File: config.mk
export PLATFORM = sky130hd
export DESIGN_NAME = pipeline_hazard_ctrl
export DESIGN_NICKNAME = d
export VERILOG_FILES = /design/src/rtl/pipe_ctrl_pkg.sv /design/src/rtl/load_use_detect.sv /design/src/rtl/pipeline_hazard_ctrl.sv
export SDC_FILE = /design/constraint.sdc
export NUM_CORES = 1
export LEC_CHECK = 0
export ABC_AREA = 0
export CAP_MARGIN = 10
export CORE_ASPECT_RATIO = 1.5
export CORE_MARGIN = 4
export CORE_UTILIZATION = 30
export CTS_CLUSTER_SIZE = 25
export DETAILED_ROUTE_END_ITERATION = 8
export PLACE_DENSITY = 0.81
export SYNTH_ARGS = -nofsm -noshare
export SYNTH_HDL_FRONTEND = slang
export SYNTH_HIERARCHICAL = 1
export SYNTH_SLANG_ARGS = --single-unit
File: constraint.sdc
create_clock -name clk -period 3.93 [get_ports clk]
set_clock_uncertainty 0.05 [all_clocks]
set_input_delay 0.786 -clock clk [delete_from_list [all_inputs] [get_ports clk]]
set_output_delay 0.786 -clock clk [all_outputs]
set_load 0.1 [all_outputs]
File: src/rtl/pipe_ctrl_pkg.sv
// Shared types and constants for the pipeline hazard controller.
package pipe_ctrl_pkg;

    localparam int unsigned REG_W  = 5;
    localparam int unsigned WCNT_W = 8;

    localparam logic [REG_W-1:0] REG_ZERO = 5'd0;

    typedef enum logic {
        RUN      = 1'b0,
        MEM_WAIT = 1'b1
    } state_t;

    // Control bundle driven to the stage registers.
    typedef struct packed {
        logic pc_write;
        logic if_id_write;
        logic if_id_flush;
        logic id_ex_bubble;
        logic pipe_freeze;
        logic mem_wb_bubble;
    } stage_ctrl_t;

    // Normal advance: PC and IF/ID load, nothing squashed.
    localparam stage_ctrl_t CTRL_RUN     = '{1'b1, 1'b1, 1'b0, 1'b0, 1'b0, 1'b0};
    // Memory wait: front end held, ID/EX and EX/MEM frozen, MEM/WB fed a bubble.
    localparam stage_ctrl_t CTRL_FREEZE  = '{1'b0, 1'b0, 1'b0, 1'b0, 1'b1, 1'b1};
    // Completion cycle: back end advances, front end still held.
    localparam stage_ctrl_t CTRL_RELEASE = '{1'b0, 1'b0, 1'b0, 1'b0, 1'b0, 1'b0};
    // Reset: everything squashed, nothing advances.
    localparam stage_ctrl_t CTRL_RESET   = '{1'b0, 1'b0, 1'b1, 1'b1, 1'b0, 1'b1};

endpackage

File: src/rtl/load_use_detect.sv
// Load-use hazard detector: a load in ID/EX feeding a source of the IF/ID instruction.
module load_use_detect
    import pipe_ctrl_pkg::*;
(
    input  logic [REG_W-1:0] if_id_rs,
    input  logic [REG_W-1:0] if_id_rt,
    input  logic             id_ex_mem_read,
    input  logic [REG_W-1:0] id_ex_rt,
    output logic             lu
);

    // r0 is hardwired zero, so a load targeting it never creates a dependency.
    always_comb begin
        lu = id_ex_mem_read
             && (id_ex_rt != REG_ZERO)
             && ((id_ex_rt == if_id_rs) || (id_ex_rt == if_id_rt));
    end

endmodule

File: src/rtl/pipeline_hazard_ctrl.sv
// Stall/flush sequencer for the 5-stage pipeline registers.
// Optional feature macro: PIPE_PERF_CNT_EN enables the performance counters;
// when undefined the counter ports are tied to zero.
module pipeline_hazard_ctrl
    import pipe_ctrl_pkg::*;
#(
    parameter int unsigned MEM_TIMEOUT = 16,
    parameter int unsigned CNT_W       = 32
) (
    input  logic             clk,
    input  logic             rst,
    input  logic [REG_W-1:0] if_id_rs,
    input  logic [REG_W-1:0] if_id_rt,
    input  logic             id_ex_mem_read,
    input  logic [REG_W-1:0] id_ex_rt,
    input  logic             branch_taken,
    input  logic             ex_mem_mem_read,
    input  logic             ex_mem_mem_write,
    input  logic             dmem_ready,
    output logic             pc_write,
    output logic             if_id_write,
    output logic             if_id_flush,
    output logic             id_ex_bubble,
    output logic             pipe_freeze,
    output logic             mem_wb_bubble,
    output logic             mem_err,
    output logic [CNT_W-1:0] perf_lu_stalls,
    output logic [CNT_W-1:0] perf_mem_waits,
    output logic [CNT_W-1:0] perf_flushes
);

    localparam logic [WCNT_W-1:0] TIMEOUT = WCNT_W'(MEM_TIMEOUT);

    state_t            state;
    state_t            state_nxt;
    logic [WCNT_W-1:0] wait_cnt;
    logic [WCNT_W-1:0] wait_cnt_nxt;
    logic              mem_err_q;
    logic              mem_err_nxt;
    logic              lu;
    logic              mem_access;
    stage_ctrl_t       ctrl;

    load_use_detect u_lu (
        .if_id_rs       (if_id_rs),
        .if_id_rt       (if_id_rt),
        .id_ex_mem_read (id_ex_mem_read),
        .id_ex_rt       (id_ex_rt),
        .lu             (lu)
    );

    assign mem_access = ex_mem_mem_read | ex_mem_mem_write;

    // Next-state and control decode; memory freeze outranks load-use, which outranks branch flush.
    always_comb begin
        state_nxt    = state;
        wait_cnt_nxt = wait_cnt;
        mem_err_nxt  = mem_err_q;
        ctrl         = CTRL_RUN;

        case (state)
            RUN: begin
                if (mem_access && !dmem_ready) begin
                    state_nxt    = MEM_WAIT;
                    wait_cnt_nxt = WCNT_W'(1);
                    ctrl         = CTRL_FREEZE;
                end else if (lu) begin
                    ctrl.pc_write     = 1'b0;
                    ctrl.if_id_write  = 1'b0;
                    ctrl.id_ex_bubble = 1'b1;
                end else if (branch_taken) begin
                    ctrl.if_id_flush = 1'b1;
                end
            end
            MEM_WAIT: begin
                ctrl = CTRL_FREEZE;
                if (dmem_ready) begin
                    state_nxt    = RUN;
                    wait_cnt_nxt = '0;
                    ctrl         = CTRL_RELEASE;
                end else if (wait_cnt >= TIMEOUT) begin
                    state_nxt    = RUN;
                    wait_cnt_nxt = '0;
                    mem_err_nxt  = 1'b1;
                end else begin
                    wait_cnt_nxt = wait_cnt + WCNT_W'(1);
                end
            end
            default: begin
                state_nxt = RUN;
            end
        endcase

        if (rst) begin
            ctrl = CTRL_RESET;
        end
    end

    // State, wait counter and sticky error register.
    always_ff @(posedge clk) begin
        if (rst) begin
            state     <= RUN;
            wait_cnt  <= '0;
            mem_err_q <= 1'b0;
        end else begin
            state     <= state_nxt;
            wait_cnt  <= wait_cnt_nxt;
            mem_err_q <= mem_err_nxt;
        end
    end

    assign pc_write      = ctrl.pc_write;
    assign if_id_write   = ctrl.if_id_write;
    assign if_id_flush   = ctrl.if_id_flush;
    assign id_ex_bubble  = ctrl.id_ex_bubble;
    assign pipe_freeze   = ctrl.pipe_freeze;
    assign mem_wb_bubble = ctrl.mem_wb_bubble;
    assign mem_err       = mem_err_q;

`ifdef PIPE_PERF_CNT_EN
    logic lu_stall_c;

    assign lu_stall_c = (state == RUN) && lu && !ctrl.pipe_freeze && !rst;

    // Event counters; they wrap naturally at 2^CNT_W.
    always_ff @(posedge clk) begin
        if (rst) begin
            perf_lu_stalls <= '0;
            perf_mem_waits <= '0;
            perf_flushes   <= '0;
        end else begin
            if (lu_stall_c) begin
                perf_lu_stalls <= perf_lu_stalls + CNT_W'(1);
            end
            if (ctrl.pipe_freeze) begin
                perf_mem_waits <= perf_mem_waits + CNT_W'(1);
            end
            if (ctrl.if_id_flush) begin
                perf_flushes <= perf_flushes + CNT_W'(1);
            end
        end
    end
`else
    assign perf_lu_stalls = '0;
    assign perf_mem_waits = '0;
    assign perf_flushes   = '0;
`endif

endmodule

After elaboration in Yosys (flattened, before gate mapping)

Cells that the tools add are included.

Bits in registers: 10
Output and inout bits: 103
Logic and storage cells: 35

Add/sub/neg operators: 1
Magnitude comparators: 1
Eq/ne operators: 3
Muxes and demuxes: 17
Bitwise logic cells: 3
Reductions and logical operators: 7

Operators with widths:

| kind                                                                  | number |
|---|---|
| 8-bit two-way mux                                                     | 3 |
| 8-bit case mux with 2 select lines                                    | 1 |
| 6-bit case mux with 2 select lines                                    | 1 |
| 5-bit == test                                                         | 2 |
| 8-bit by 1-bit adder with 8-bit output, second input constant         | 1 |
| 8-bit by 5-bit >= comparator with 1-bit output, second input constant | 1 |
| 1-bit two-way mux                                                     | 6 |
| 2-bit two-way mux                                                     | 3 |
| 6-bit two-way mux                                                     | 1 |
| 5-bit nonzero test                                                    | 1 |
| 4-bit two-way mux                                                     | 1 |
| 1-bit logical AND                                                     | 3 |
| 3-bit AND reduction                                                   | 1 |
| 2-bit != test, second input constant                                  | 1 |
| 1-bit inverter                                                        | 2 |
| 1-bit case mux with 2 select lines                                    | 1 |
| 1-bit zero test                                                       | 1 |
| 1-bit logical OR                                                      | 1 |
| 1-bit OR                                                              | 1 |

Depth between registers and ports, before layout

Gate-level depths: netlist (run 1).

Depth in word-level cells: 7
Mapped depth: 6

Hierarchy

The synthesis (run 1) kept the hierarchy.

Modules (own cells, without submodules):

| module               | times used | cells each | area an instance (um2) | seq. area each (um2) |
|---|---|---|---|---|
| pipeline_hazard_ctrl | 1          | 159        | 1252.5                 | 200.2 |
| load_use_detect      | 1          | 17         | 125.1                  | 0.0 |

Least setup slack after synthesis (run 1)

Ideal clock, no wire load.

Path type: input to output
Start: input port id_ex_rt[1]
End: output port pc_write
Data arrival time: 5113 ps
Slack: -2019 ps
Stages: 5
Buffers on the path: 1
Cell sequence: or4_1 -> o21ai_1 -> a21oi_1 -> nor4_1 -> buf_4

Longest elaborated chain between the ends: 7

RTL lines:

| element                                                      | RTL line                                     | source |
|---|---|---|
| from (decl)                                                  | pipeline_hazard_ctrl.sv:15                   | `input logic [REG_W-1:0] id_ex_rt,` |
| 5-bit == test / 5-bit nonzero test (equally long branches)   | load_use_detect.sv:16, load_use_detect.sv:15 |  |
| 1-bit logical OR / 1-bit logical AND (equally long branches) | load_use_detect.sv:16, load_use_detect.sv:15 |  |
| 1-bit logical AND *                                          | load_use_detect.sv:16                        | `&& ((id_ex_rt == if_id_rs) \|\| (id_ex_rt == if_id_rt));` |
| via lu                                                       | pipeline_hazard_ctrl.sv:40                   | `logic lu;` |
| 2-bit two-way mux *                                          | pipeline_hazard_ctrl.sv:67                   | `end else if (lu) begin` |
| 4-bit two-way mux *                                          | pipeline_hazard_ctrl.sv:63                   | `if (mem_access && !dmem_ready) begin` |
| 6-bit case mux with 2 select lines *                         | pipeline_hazard_ctrl.sv:61                   | `case (state)` |
| 6-bit two-way mux *                                          | pipeline_hazard_ctrl.sv:94                   | `if (rst) begin` |
| to (decl)                                                    | pipeline_hazard_ctrl.sv:20                   | `output logic pc_write,` |

Mark *: on every way through the listed nets, which the timed path passes. The rest lies on a longest branch.

Final worst setup path (run 1)

Ends and elaborated chain as after synthesis.

==> results of run 1 <==
worst reg2reg max path, delay by kind of cell (launching register included):
kind / cells / cell delay [ns]
AOI/OAI and AO/OA: 1 / 0.17
DFF: 1 / 0.31
and+or+nand+nor: 2 / 1.10
per-stage QoR:
stage / hold slack, ns / cells
6_report: 0.4198 / 249
5_1_grt: 0.4584 / 249
4_1_cts: 0.4308 / 249
3_5_place_dp: 0.4193 / 246
3_3_place_gp: 0.4117 / 246
2_1_floorplan: 0.4055 / 271
state kept, by name, summed over array words and instances (netlist names):
| register | cells |
|---|---|
| mem_err | 1 |
| state | 1 |
| wait_cnt | 8 |
layout make-up:
type	instances	share of cell area (%)
clock buffer	3	2.907
inverter	4	1.057
multi-input combinational	158	55.68
sequential	10	14.10
tap	46	4.053
timing repair buffer	28	22.20
final timing paths:
kind | startpoint | end | slack (ns)
worst max-delay path | id_ex_rt[1] | pc_write | 0.45
worst min-delay path | mem_err$_SDFFE_PP0P_ | mem_err$_SDFFE_PP0P_ | 0.42
worst max register to register | wait_cnt[5]$_SDFFE_PP0P_ | wait_cnt[0]$_SDFFE_PP0P_ | 2.22
worst min register to register | mem_err$_SDFFE_PP0P_ | mem_err$_SDFFE_PP0P_ | 0.42
where the power goes:
| part | internal, uW | switching [uW] |
|---|---|---|
| combinational | 45.1 | 458 |
| sequential | 104 | 2.91 |
| clock | 66.9 | 38.3 |
| total | 216 | 499 |
layer usage:
metal  wire [um]  global-route usage (%)  vias to the layer above
li1            -                       -                      435
met1         700                   6.156                      413
met2        1217                   14.73                       93
met3         441                   3.086                        3
met4          30                   3.243                        0
met5           0                       0                        -
synthesized netlist by cell type:
| cell | count |
|---|---|
| a21o_1 | 1 |
| a21oi_1 | 5 |
| a22oi_1 | 1 |
| a31o_2 | 1 |
| and2_1 | 2 |
| and2_2 | 1 |
| and2b_2 | 1 |
| and3_1 | 1 |
| buf_4 | 97 |
| buf_6 | 1 |
| clkbuf_1 | 1 |
| conb_1 | 1 |
| dfxtp_1 | 10 |
| ha_1 | 2 |
| inv_1 | 4 |
| nand3_1 | 13 |
| nand4_1 | 1 |
| nand4b_1 | 1 |
| nor2_1 | 3 |
| nor2b_1 | 2 |
| nor3_1 | 5 |
| nor3b_1 | 1 |
| nor4_1 | 2 |
| o21ai_0 | 1 |
| o21ai_1 | 1 |
| o21ba_2 | 1 |
| o21bai_1 | 2 |
| or3b_2 | 1 |
| or4_1 | 2 |
| or4_4 | 1 |
| xnor2_1 | 4 |
| xor2_1 | 6 |
cells by family after synthesis:
family,synth area share (%)
adders and majority gates,1.816
buffers and inverters,55.04
xor gates and xnor gates,6.358
other,0.2722
AOI/OAI and AO/OA,6.085
and+or+nand+nor,15.89
DFF,14.53
==> out/metrics.cfg, run 1 <==
[min_path]
hold_depth = 2
min_path_type = flop to flop

[clock_tree]
cts_resized = 0
cts_setup_buffers = 0
clockBufferDepth = 2
clkLatencyLatePin_ns = 0.24
clkSinkCount = 10
hold_buffers = 0
clk_pin_slew_ns = 0.04
cts_tree = done
cts-root-buf = clkbuf_8
htreeDepth = 1
cts_made_buffers = 3

[placement]
portBuffers = 28
place_hpwl_mm = 2.111
pre_cts_ws_ns = 0.4474
place_congestion = 0.7290
place_area_um2 = 1379

[synthesis]
ys_types = 32
ys_ff_latch = 10
syn_area_per_cell_um2 = 7.827
synthCells = 176
yosys_warnings = 6
syn_area_um2 = 1378
synth_top_cell_by_area = buf_4
yosysSeqAreaShare_pct = 14.53
yosysTopAreaCellShare_pct = 52.86
synth_area_leaders = buf_4 53%, dfxtp_1 15%, nand3_1 4.7%

[timing]
setup_tns_ns = 0
setup_violations = 0
rsz0062_at_grt = false
drv_slew = 0
worstMarginPinSlew_ns = 1.107
fin_ws_ns = 0.4482
hold_viol_final = 0
max_freq_mhz = 287.2
relSlewSlack_pct = 25.51
period_needed_ns = 3.482
fin_crit_sh_pct = 88.59

[global_routing]
grt_pass1_wl_mm = 3.436
grt_max_degree = 16
grt.total_usage_pct = 7.432
gr-total-overflow = 0
grt_pass1_vias = 822
antenna_found_initial = 0

[finish]
syn2layout_area_growth_pct = 3.088
seq_area_um2 = 200.2
layout-drive-gt1-share_pct = 7.882
final_area_um2 = 1420
final_cell_mix = 96 x conb_1, 22 x clkdlybuf4s50_1, 13 x nand3_1, 10 x dfxtp_1, 6 x xor2_1
num_antenna_cells = 0
finalNetCount = 229
fill_cells = 458
multi_input_area_um2 = 790.8
final_common_cell = conb_1
final_util_pct = 32.89

[route]
wl_per_cell_um = 9.598
drt-initial-drc-count = 9
detail-route-antenna-nets = 0
wl_mm = 2.390
via_per_inst = 3.791
firstDrtPassIters = 4
drc = 0
vias = 944

[run]
drv_cap = 0

[worst_setup_path]
cp-start-kind = input port
critPathKind = input port to output pin
reg2reg_depth = 3
crit_slowest_cell = or4_1
crit_fanout = 3
crit_buf_inv = 2
arrival_ns = 2.65
crit_family = simple AND/OR/NAND/NOR gates
slowest_delay_ns = 0.53
cp-end-kind = output pin
cp_cell_sequence = clkdlybuf4s50_1 -> or4_1 -> o21ai_1 -> a21oi_1 -> nor4_4 -> buf_12
required_ns = 3.09
cp_num_cells = 6

[die]
rows = 29
dieArea_um2 = 5762
die_w_um = 63.33
core_area_um2 = 4318
die_y_um = 90.99
ios = 125
initial_utilization_pct = 31.90

[power]
vdd_drop_max_uv = 177.0
cellPowerDensity_nw_per_um2 = 503.3
p_leak_uw = 0.0007025
total_power_uw = 714.8

[run_status]
status = completed

(Power assumes the default switching activity.)
==> run 2, diff against run 1 <==
Settings changed: PLACE_DENSITY 0.81 to default, PLACE_DENSITY_LB_ADDON from default to 0.05.
==> run 2 against run 1 <==
  * Worst hold slack improved by 0.0058 ns
  * Power increased by 3.4%
  * Routed wire length increased by 14%
  * Worst setup slack got worse by 0.023 ns
==> out/metrics.cfg, run 2 (synthesis gave the netlist of run 1 again) <==
[die]
die_w_um = 63.33  ; unchanged
dieArea_um2 = 5762  ; unchanged
rows = 29  ; unchanged
core_area_um2 = 4318  ; unchanged
die_y_um = 90.99  ; unchanged
initial_utilization_pct = 31.90  ; unchanged
ios = 125  ; unchanged

[timing]
drv_slew = 0  ; unchanged
period_needed_ns = 3.505  ; +0.02346 ns
fin_crit_sh_pct = 89.19  ; +0.60 points
relSlewSlack_pct = 25.57  ; +0.056 points
max_freq_mhz = 285.3  ; -0.67%
setup_tns_ns = 0  ; unchanged
setup_violations = 0  ; unchanged
hold_viol_final = 0  ; unchanged
worstMarginPinSlew_ns = 1.106  ; -0.0008291 ns
rsz0062_at_grt = false
fin_ws_ns = 0.4248  ; -0.02346 ns

[finish]
top_register = wait_cnt
largest_reg_flops = 8  ; unchanged
finalNetCount = 230  ; +0.44%
num_antenna_cells = 0  ; unchanged
final_common_cell = conb_1
final_util_pct = 33.38  ; +0.49 points
fill_cells = 494  ; +7.9%
final_area_um2 = 1441  ; +1.5%
final_cell_mix = 96 x conb_1, 22 x clkdlybuf4s50_1, 13 x nand3_1, 10 x dfxtp_1, 6 x xor2_1
syn2layout_area_growth_pct = 4.632
layout-drive-gt1-share_pct = 8.780  ; +0.90 points

[route]
wl_met3_um = 359  ; -19%
wl_met1_um = 766  ; +9.4%
wl_mm = 2.720  ; +14%
wl_per_cell_um = 10.84  ; +13%
vias = 913  ; -3.3%
drt-initial-drc-count = 13  ; +4
drc = 0  ; unchanged
firstDrtPassIters = 4  ; unchanged
detail-route-antenna-nets = 0  ; unchanged
via_per_inst = 3.637  ; -4.1%
met2_wirelength_mm = 1.594  ; +31%
highest_layer = met3

[min_path]
min_path_type = flop to flop
hold_depth = 2  ; unchanged

[power]
cellPowerDensity_nw_per_um2 = 512.7  ; +1.9%
total_power_uw = 738.9  ; +3.4%
p_leak_uw = 0.0007145  ; +1.7%
vdd_drop_max_uv = 218.0  ; +23%

[clock_tree]
clockBufferDepth = 2  ; unchanged
hold_buffers = 0  ; unchanged
clkLatencyLatePin_ns = 0.23  ; about the same
clkSinkCount = 10  ; unchanged
clk_pin_slew_ns = 0.05  ; about the same
cts_made_buffers = 3  ; unchanged
cts_resized = 0  ; unchanged
htreeDepth = 1  ; unchanged
cts-root-buf = clkbuf_8
cts_setup_buffers = 0  ; unchanged
cts_tree = done

[worst_setup_path]
cp-start-kind = input port
crit_fanout = 3  ; unchanged
critPathKind = input port to output pin
required_ns = 3.09  ; about the same
cp-end-kind = output pin
reg2reg_depth = 3  ; unchanged
arrival_ns = 2.67  ; +0.02 ns

[placement]
pre_cts_ws_ns = 0.4076  ; -0.03981 ns
place_congestion = 0.6759  ; -7.3%
place_area_um2 = 1386  ; +0.54%
portBuffers = 28  ; unchanged
place_hpwl_mm = 2.448  ; +16%

[global_routing]
grt.total_usage_pct = 8.599  ; +1.2 points
grt_max_degree = 10  ; -6
gr-total-overflow = 0  ; unchanged
grt_pass1_wl_mm = 4.140  ; +20%
antenna_found_initial = 0  ; unchanged
grt_pass1_vias = 862  ; +4.9%

[run]
drv_cap = 0  ; unchanged

[run_status]
status = completed

## run 2: changes by cell type in the layout (fill, tap and decap cells not counted)
cell	previous run	this run
buf_4	2	3
clkbuf_8	3	4
## run 2: per-stage QoR
stage	instances	hold WS (ns)
floorplan	271	0.4055
detailed placement	247	0.4289
finish	251	0.4257
global placement	247	0.4202
CTS	251	0.4405
global route	251	0.4611
## run 2: path summary, 6_finish.rpt
| path | endpoint | slack, ns | from |
|---|---|---|---|
| setup / recovery | pc_write | 0.42 | id_ex_rt[4] |
| hold / removal | mem_err$_SDFFE_PP0P_ | 0.43 | mem_err$_SDFFE_PP0P_ |
| setup reg to reg | wait_cnt[4]$_SDFFE_PP0P_ | 2.23 | wait_cnt[5]$_SDFFE_PP0P_ |
| hold reg to reg | mem_err$_SDFFE_PP0P_ | 0.43 | mem_err$_SDFFE_PP0P_ |
## run 2: report_power, final
part | switching [uW] | internal, uW
logic | 459 | 45.8
clock network | 40.2 | 88.0
registers | 2.77 | 104
total | 502 | 237
## run 2: cell type report
class                      instances  area [um^2]  share of cell area [%]
clock buffer                       4        55.05                   3.819
inverter                           4        15.01                   1.042
sequential                        10        200.2                   13.89
timing repair buffer              29        322.8                   22.40
tap                               46        57.56                   3.993
multi-input combinational        158        790.8                   54.86
## run 2: critical path, stage by stage
cell and delay, ns:
clkdlybuf4s50_1 0.47, or4_1 0.51, o21ai_1 0.13, a21oi_1 0.10, nor4_4 0.43, buf_12 0.23
## run 2: layer usage
metal  vias to the layer above  global-route usage, %
li1                        439                      -
met1                       408                  7.068
met2                        66                  18.13
met3                         0                  3.210
met4                         0                  2.162
met5                         -                      0
==> run 3, diff against run 2 <==
Settings changed: GPL_ROUTABILITY_DRIVEN from default to 0.
Clock period 3.93 ns to 3.4 ns, I/O delays scaled along.
==> run 3 against run 2 <==
  * Die area is the same
  * Sequential cell count is the same
  * Combinational power grew 17%
  * First-iteration DRC count grew to 2.9 times the previous value
  * Clock power shrank 5%
  * Non-clock buffer count grew 1
  * Register-to-register slack lost 0.63 ns
  * Critical path depth grew 2
  * Sequential share of layout area shrank 0.20 points
  * Clock-buffer cell count shrank 1
  * Critical endpoint is now if_id_flush
==> out/metrics.cfg, run 3 (synthesis gave the netlist of run 1 again) <==
[global_routing]
grt.total_usage_pct = 9.027  ; +0.43 points
grt_pass1_vias = 929  ; +7.8%
grt_max_degree = 12  ; +2
grt_pass1_wl_mm = 4.284  ; +3.5%
gr-total-overflow = 0  ; unchanged
antenna_found_initial = 0  ; unchanged

[finish]
layout-drive-gt1-share_pct = 9.756  ; +0.98 points
final_util_pct = 33.87  ; +0.49 points
top_register = wait_cnt
syn2layout_area_growth_pct = 6.176
num_antenna_cells = 0  ; unchanged
finalNetCount = 231  ; +0.43%
largest_reg_flops = 8  ; unchanged
final_cell_mix = 96 x conb_1, 21 x clkdlybuf4s50_1, 13 x nand3_1, 10 x dfxtp_1
final_common_cell = conb_1

[timing]
hold_viol_final = 0  ; unchanged
relSlewSlack_pct = 20.85  ; -4.7 points
drv_slew = 0  ; unchanged
period_needed_ns = 3.206
worstMarginPinSlew_ns = 1.176  ; +0.07014 ns
setup_violations = 0  ; unchanged
fin_crit_sh_pct = 94.29
hold_slack_ns = 0.4211  ; -0.004604 ns
max_freq_mhz = 311.9
rsz0062_at_grt = false

[worst_setup_path]
required_ns = 2.67  ; -0.42 ns
crit_family = buffers and inverters
rrSetupSlack_ns = 1.60  ; -0.63 ns
arrival_ns = 2.48  ; -0.19 ns
r2r-start = wait_cnt[5]$_SDFFE_PP0P_
crit_slowest_cell = clkdlybuf4s50_1
crit_buf_inv = 3  ; +1
crit_fanout = 3  ; unchanged
critPathKind = input port to output pin
slowest_delay_ns = 0.47  ; -0.04 ns
cp_cell_sequence = clkdlybuf4s50_1 -> xor2_1 -> nor3_1 -> nand3_1 -> a21oi_1 -> inv_1 -> a31o_2 -> buf_12
cp-start-kind = input port
reg2reg_depth = 3  ; unchanged
cp-startpoint = id_ex_rt[0]
timing.rr.end = wait_cnt[1]$_SDFFE_PP0P_
cp-end-kind = output pin

[clock_tree]
cts_tree = done
clk_pin_slew_ns = 0.05  ; about the same
cts-root-buf = clkbuf_8
clkSinkCount = 10  ; unchanged
clkLatencyLatePin_ns = 0.23  ; about the same
cts_resized = 0  ; unchanged
htreeDepth = 1  ; unchanged
cts_made_buffers = 3  ; unchanged
clockBufferDepth = 2  ; unchanged

[die]
die_y_um = 90.99  ; unchanged
initial_utilization_pct = 31.90  ; unchanged
rows = 29  ; unchanged
dieArea_um2 = 5762  ; unchanged
ios = 125  ; unchanged
die_w_um = 63.33  ; unchanged
core_area_um2 = 4318  ; unchanged

[placement]
portBuffers = 28  ; unchanged
place_hpwl_mm = 2.474  ; +1.0%

[route]
wl_mm = 2.774  ; +2.0%
drt-initial-drc-count = 38  ; +25
via_per_inst = 3.689  ; +1.4%
wl_per_cell_um = 11.05  ; +2.0%
detail-route-antenna-nets = 0  ; unchanged
firstDrtPassIters = 3  ; -1
drc = 0  ; unchanged
vias = 926  ; +1.4%

[min_path]
hold_start = mem_err$_SDFFE_PP0P_
hold_depth = 2  ; unchanged
min_path_type = flop to flop
min_to = mem_err$_SDFFE_PP0P_

[run]
drv_cap = 0  ; unchanged

[power]
p_leak_uw = 0.0007236  ; +1.3%
swShare_pct = 69.42  ; +1.5 points
total_power_uw = 833.0  ; +13%
cellPowerDensity_nw_per_um2 = 569.5  ; +11%
vdd_drop_max_uv = 245.1  ; +12%
p_seq_share_pct = 14.8  ; +0.4 points
p_int_uw = 254.7  ; +7.3%
power_frac_clock_pct = 14.5  ; -2.9 points
power_frac_comb_pct = 70.8  ; +2.6 points
switchingPower_uw = 578.3  ; +15%

[run_status]
status = completed

-- run 3: cell types whose count changed in the layout (fill, tap and decap cells not counted) --
cell             previous run  this run
buf_12                      4         6
clkbuf_8                    4         3
clkdlybuf4s50_1            22        21
nor3_1                      5         4
nor3_2                      0         1
-- run 3: metrics by stage --
| stage | cell area, um^2 | std cells | TNS (ns) | worst slack [ns] |
|---|---|---|---|---|
| 6_report | 1463 | 251 | 0 | 0.1941 |
| 3_3_place_gp | 1421 | 248 | 0 | 0.09760 |
| 3_5_place_dp | 1421 | 248 | 0 | 0.1053 |
| 5_1_grt | 1463 | 251 | 0 | 0.05794 |
| 2_1_floorplan | 1754 | 271 | -0.3114 | -0.3114 |
| 4_1_cts | 1463 | 251 | 0 | 0.1032 |
-- run 3: how the worst max path moves through the flow --
stage	to	slack, ns	cells past startpoint
after floorplan	pc_write	-0.31	5
after global placement	if_id_flush	0.1	8
after detailed placement	pc_write	0.11	6
after CTS	pc_write	0.10	6
after global routing	if_id_flush	0.06	8
final	if_id_flush	0.19	8
-- run 3: worst min-delay path: stages (launching register included) --
cell     delay, ns
dfxtp_1       0.32
a21oi_1       0.04
nor2_1        0.07
-- run 3: final cells by class --
cell class	count	area, um^2
flip-flops and latches	10	200.2
fillers	477	2855
well taps	46	57.56
multi-input cells	158	795.8
repair buffers	30	352.8
clock buffers	3	41.29
inverters	4	15.01
-- run 3: power by group through the flow --
stage,registers [uW],logic (uW),clock network [uW]
2_1_floorplan,124,614,0
3_3_place_gp,125,587,0
3_5_place_dp,125,587,0
4_1_cts,123,587,123
5_1_grt,123,603,129
6_report,123,589,121
-- run 3: per-layer routing --
| layer | up-vias | GRT usage (%) | wire length [um] |
|---|---|---|---|
| li1 | 437 | - | - |
| met1 | 414 | 7.288 | 761 |
| met2 | 71 | 18.57 | 1600 |
| met3 | 4 | 3.457 | 381 |
| met4 | 0 | 3.423 | 31 |
| met5 | - | 0 | 0 |
-- run 3: timing repair --
item	CTS	global route
hold buffers	0	0
buffers inserted	0	0
endpoints found under the setup margin	0	2
